**config.mk**
```make
export PLATFORM = sky130hd
export DESIGN_NAME = bcd_down_timer
export DESIGN_NICKNAME = d
export VERILOG_FILES = /design/src/rtl/bcd_down_timer.sv
export SDC_FILE = /design/constraint.sdc
export NUM_CORES = 1
export LEC_CHECK = 0
export ABC_AREA = 1
export BUFFER_PORTS_ARGS = -buffer_cell sky130_fd_sc_hd__buf_2
export CAP_MARGIN = 20
export CORE_ASPECT_RATIO = 0.6
export CORE_MARGIN = 2
export CORE_UTILIZATION = 43
export CTS_CLUSTER_DIAMETER = 30
export CTS_CLUSTER_SIZE = 24
export DETAILED_ROUTE_END_ITERATION = 10
export PLACE_DENSITY_LB_ADDON = 0.08
export SYNTH_ARGS = -nofsm -noshare
export SYNTH_HDL_FRONTEND = slang
export SYNTH_SLANG_ARGS = --single-unit
```
**constraint.sdc**
```tcl
create_clock -name clk -period 2.3 [get_ports clk]
set_input_delay 0 -clock clk [delete_from_list [all_inputs] [get_ports clk]]
set_output_delay 0 -clock clk [all_outputs]
set_load 0.02 [all_outputs]
```
**src/rtl/bcd_down_timer.sv**
```systemverilog
// ============================================================================
// Module   : bcd_down_timer
// Purpose  : Loadable multi-digit BCD countdown timer with IDLE/RUN/PAUSED/DONE
//            control. Optional macro BCD_DOWN_TIMER_AUTO_RELOAD_EN reloads the
//            count at the terminal tick instead of stopping.
// Revision : 1.0  initial release
// ============================================================================
`default_nettype none

module bcd_down_timer #(
    parameter int DIGITS = 4
) (
    input  logic                  clk,
    input  logic                  rstn,
    input  logic                  load,
    input  logic [4*DIGITS-1:0]   load_val,
    input  logic                  start,
    input  logic                  pause,
    input  logic                  tick_en,
    output logic [4*DIGITS-1:0]   cnt,
    output logic                  zero,
    output logic                  busy,
    output logic                  done
);

    localparam int c_CNT_W = 4 * DIGITS;

    typedef enum logic [1:0] {
        c_IDLE   = 2'd0,
        c_RUN    = 2'd1,
        c_PAUSED = 2'd2,
        c_DONE   = 2'd3
    } state_t;

    state_t               state_q, state_d;
    logic [c_CNT_W-1:0]   cnt_q, cnt_d;
    logic [c_CNT_W-1:0]   reload_q, reload_d;
    logic                 done_q, done_d;

    // Saturate each digit to 9 so the counter never holds a non-BCD code.
    function automatic logic [c_CNT_W-1:0] bcd_clamp(input logic [c_CNT_W-1:0] v);
        logic [c_CNT_W-1:0] r;
        r = '0;
        for (int i = 0; i < DIGITS; i++) begin
            r[4*i +: 4] = (v[4*i +: 4] > 4'd9) ? 4'd9 : v[4*i +: 4];
        end
        return r;
    endfunction

    function automatic logic [c_CNT_W-1:0] bcd_dec(input logic [c_CNT_W-1:0] v);
        logic [c_CNT_W-1:0] r;
        logic               borrow;
        r      = v;
        borrow = 1'b1;
        for (int i = 0; i < DIGITS; i++) begin
            if (borrow) begin
                if (v[4*i +: 4] == 4'd0) begin
                    r[4*i +: 4] = 4'd9;
                end else begin
                    r[4*i +: 4] = v[4*i +: 4] - 4'd1;
                    borrow      = 1'b0;
                end
            end
        end
        return r;
    endfunction

    always_comb begin
        state_d  = state_q;
        cnt_d    = cnt_q;
        reload_d = reload_q;
        done_d   = 1'b0;

        if (load) begin
            cnt_d    = bcd_clamp(load_val);
            reload_d = bcd_clamp(load_val);
            state_d  = c_IDLE;
        end else begin
            case (state_q)
                c_IDLE: begin
                    if (!pause && start) begin
                        if (cnt_q != '0) begin
                            state_d = c_RUN;
                        end else begin
                            state_d = c_DONE;
                            done_d  = 1'b1;
                        end
                    end
                end
                c_RUN: begin
                    if (pause) begin
                        state_d = c_PAUSED;
                    end else if (tick_en) begin
                        if (cnt_q == c_CNT_W'(1)) begin
                            done_d = 1'b1;
`ifdef BCD_DOWN_TIMER_AUTO_RELOAD_EN
                            // reload is never 0 here in practice; guard keeps RUN nonzero
                            cnt_d   = reload_q;
                            state_d = (reload_q != '0) ? c_RUN : c_DONE;
`else
                            cnt_d   = '0;
                            state_d = c_DONE;
`endif
                        end else begin
                            cnt_d = bcd_dec(cnt_q);
                        end
                    end
                end
                c_PAUSED: begin
                    if (!pause && start) begin
                        state_d = c_RUN;
                    end
                end
                default: begin
                    state_d = c_DONE;
                end
            endcase
        end
    end

    always_ff @(posedge clk or negedge rstn) begin
        if (!rstn) begin
            state_q  <= c_IDLE;
            cnt_q    <= '0;
            reload_q <= '0;
            done_q   <= 1'b0;
        end else begin
            state_q  <= state_d;
            cnt_q    <= cnt_d;
            reload_q <= reload_d;
            done_q   <= done_d;
        end
    end

    assign cnt  = cnt_q;
    assign zero = (cnt_q == '0);
    assign busy = (state_q == c_RUN) || (state_q == c_PAUSED);
    assign done = done_q;

endmodule

`default_nettype wire

```
==> impl_metrics.py <==
metrics = {
    "status": {
        "status": "finished clean",
    },
    "setup_path": {
        "critPathLaunchType": "register",
        "crit_slowest_cell": "dfrtp_1",
        "cp.arrival_ns": 1.70,
        "crit_path_cell_trace": "inv_1, ha_1, nand3_2, nor2_2, nand2_1, nor2_1, buf_2",
        "crit_path_end_kind": "primary output",
        "crit_fanout": 4,
        "worstReg2RegStart": "state_q[1]",
        "cp_top_family": "simple AND/OR/NAND/NOR gates",
        "max_stage_delay_ns": 0.40,
        "worst-path-buf-inv": 2,
        "cp.required_ns": 2.30,
        "worst-setup-path-type": "reg -> out",
        "rr_worst_depth": 10,
        "regToRegSetupSlack_ns": 0.63,
        "r2r-end": "cnt[8]",
    },
    "power_and_ir_drop": {
        "powerDensity_mw_per_mm2": 1010,
        "vdd_drop_max_v": 0.000478,
        "cellLeakagePower_nw": 1.03,
    },
    "clocking": {
        "insertion_delay_ns": 0.26,
        "cts_setup_buffers": 0,
        "htreeDepth": 1,
        "cts.clk_slew.worst_paths_ns": 0.08,
        "numClockSinks": 19,
        "cts_buffer_depth": 2,
        "post_cts_resized": 0,
        "cts_tree": "yes",
        "cts_buffers": 3,
        "root_buffer": "clkbuf_8",
    },
    "yosys": {
        "syn_avg_cell_area_um2": 6.91,
        "synth-xor-area-share": 0.0172,
        "synth_top_family_by_area": "simple AND/OR/NAND/NOR gates",
        "synth_top_cell_area_share": 0.311,
        "synth_compound_area_frac": 0.116,
        "yosys-top-cells-area": "dfrtp_1 31%, nand2_1 15%, ha_1 9.0%, nor2_1 6.1%, inv_1 4.9%",
        "yosys.area_share.simple": 0.380,
        "syn-cell-area_mm2": 0.00153,
        "ys_types": 28,
        "ys_seq_elements": 19,
        "seq_area_frac_synth": 0.311,
        "yosysTopAreaCell": "dfrtp_1",
        "syn_nets": 254,
        "yosys_warnings": 0,
        "synthMuxAreaShare": 0,
        "synth_cells": 221,
        "synthAdderAreaFrac": 0.0902,
    },
    "die": {
        "start_util": 0.459,
        "die_area_mm2": 0.00406,
        "num_rows": 16,
        "core_area_mm2": 0.00332,
        "dieHeight_um": 50.2,
        "die_w_um": 80.9,
        "io-pin-count": 41,
    },
    "grt": {
        "use_met1": 0.319,
        "met2_usage": 0.245,
        "top_usage_layer": "met1",
        "gr-total-overflow": 0,
        "grt_max_degree": 20,
        "gr-usage-all-layers": 0.192,
        "grt_pass1_wl_um": 5930,
        "antenna_found_initial": 0,
        "grt_pass1_vias": 1256,
        "met3_usage": 0.0486,
    },
    "timing": {
        "drv_slew": 0,
        "setup_tns_ns": 0,
        "setup_viol": 0,
        "finalHoldWorstSlack_ns": 0.0275,
        "period_needed_ns": 1.70,
        "period_share": 0.740,
        "tightest_slew_ns": 0.451,
        "fin_ws_ns": 0.598,
        "rsz0062_at_grt": "no",
        "hold_viol_final": 0,
        "relSlewSlack": 0.699,
        "fmaxAchievable_mhz": 588,
        "fin_skew_ns": 0.0100,
    },
    "final_layout": {
        "num_antenna_cells": 0,
        "syn_to_final_growth_pct": 20.7,
        "drive_above_1_share": 0.264,
        "final_cell_area_mm2": 0.00184,
        "fin_util": 0.555,
        "nets": 299,
    },
    "job": {
        "maxCapViolCount": 0,
    },
    "routing": {
        "first_pass_iters": 4,
        "ant_nets": 0,
        "wl_um": 3620,
        "drcViolationCount": 0,
        "wl_per_cell_um": 11.7,
        "vias": 1484,
        "avgViaCountPerCell": 4.79,
        "drt_iter0_markers": 96,
    },
    "placed_design": {
        "placed_area_mm2": 0.00177,
        "gp_congestion": 0.845,
        "pre_cts_ws_ns": 0.636,
        "dp_hpwl_um": 2810,
        "io_buffers": 40,
    },
    "min_path": {
        "holdCritPathClass": "in -> reg",
        "holdCritStartpoint": "load_val[9]",
        "hold_end": "cnt[9]",
        "min_path_cells": 3,
    },
}
## logic make-up after synthesis
family          Yosys count
buf+inv                  33
flops                    19
compound gates           33
xor+xnor                  3
simple gates            122
fa+ha+maj                11
## cell usage after synthesis (all sizes together)
| master | count |
|---|---|
| o21bai | 1 |
| nor2 | 30 |
| xnor2 | 2 |
| ha | 11 |
| dfrtp | 19 |
| inv | 30 |
| buf | 3 |
| nand2 | 67 |
| a31oi | 2 |
| nand4 | 3 |
| o21a | 1 |
| a21oi | 11 |
| a22oi | 1 |
| o21ai | 16 |
| o31ai | 1 |
| xor2 | 1 |
| nand3 | 16 |
| nand3b | 4 |
| nor3 | 2 |
## power breakdown
group	switching [mW]	total (mW)	internal, mW
Clock	0.114	0.237	0.123
Sequential	0.123	0.569	0.445
Combinational	0.670	1.06	0.387
Total	0.907	1.86	0.956
## metal layers
metal	vias to the layer above	wire (um)
met5	-	0
met4	0	10
met3	4	225
met2	46	1350
met1	632	2030
li1	802	-
## flip-flops by register name, indices dropped and copies added, names as in the netlist
name and cells:
cnt 16, state_q 2, done 1
## worst min-delay path: cells and delay by family
family	cells	cell delay, ns
AOI/OAI and AO/OA	2	0.17
buffers and inverters	1	0.09
## placed cells by master, fill, tap and decap left out, drive strengths merged
cell / netlist / final
buf: 3 / 40
nor2: 30 / 30
nand3b: 4 / 4
inv: 30 / 30
clkbuf: 0 / 4
o21ai: 16 / 16
a21oi: 11 / 11
dlygate4sd3: 0 / 3
a31oi: 2 / 2
a22oi: 1 / 1
nand3: 16 / 16
nand4: 3 / 3
ha: 11 / 11
xnor2: 2 / 2
o21bai: 1 / 1
xor2: 1 / 1
nand2: 67 / 67
o21a: 1 / 1
o31ai: 1 / 1
dfrtp: 19 / 19
nor3: 2 / 2
## final cells by class
type	count	area, um^2
inverter	30	115
clock buffer	4	45.0
fill	331	1480
multi-input combinational	169	921
tap	45	56.3
sequential	19	475
timing repair buffer	43	230
## how the worst max path moves through the flow
| stage | start | endpoint | slack [ns] | cells after the start |
|---|---|---|---|---|
| final | cnt[4] | zero | 0.60 | 7 |
| after global routing | state_q[1] | cnt[11] | 0.42 | 10 |
| after CTS | cnt[4] | zero | 0.59 | 7 |
| after detailed placement | state_q[1] | cnt[10] | 0.64 | 10 |
| after global placement | state_q[1] | cnt[10] | 0.60 | 10 |
| after floorplan | cnt[4] | cnt[10] | 0.77 | 9 |
## metrics by stage
stage / instances / power [mW]
finish: 310 / 1.86
floorplan: 221 / 1.35
CTS: 310 / 1.87
global placement: 303 / 1.63
global route: 310 / 2.04
detailed placement: 303 / 1.62
## repair_timing
action | 4_1_cts | 5_1_grt
setup endpoints to repair | 0 | 0
endpoints found under the hold margin | 21 | 0
hold buffers | 3 | 0
(Power assumes the default switching activity.)
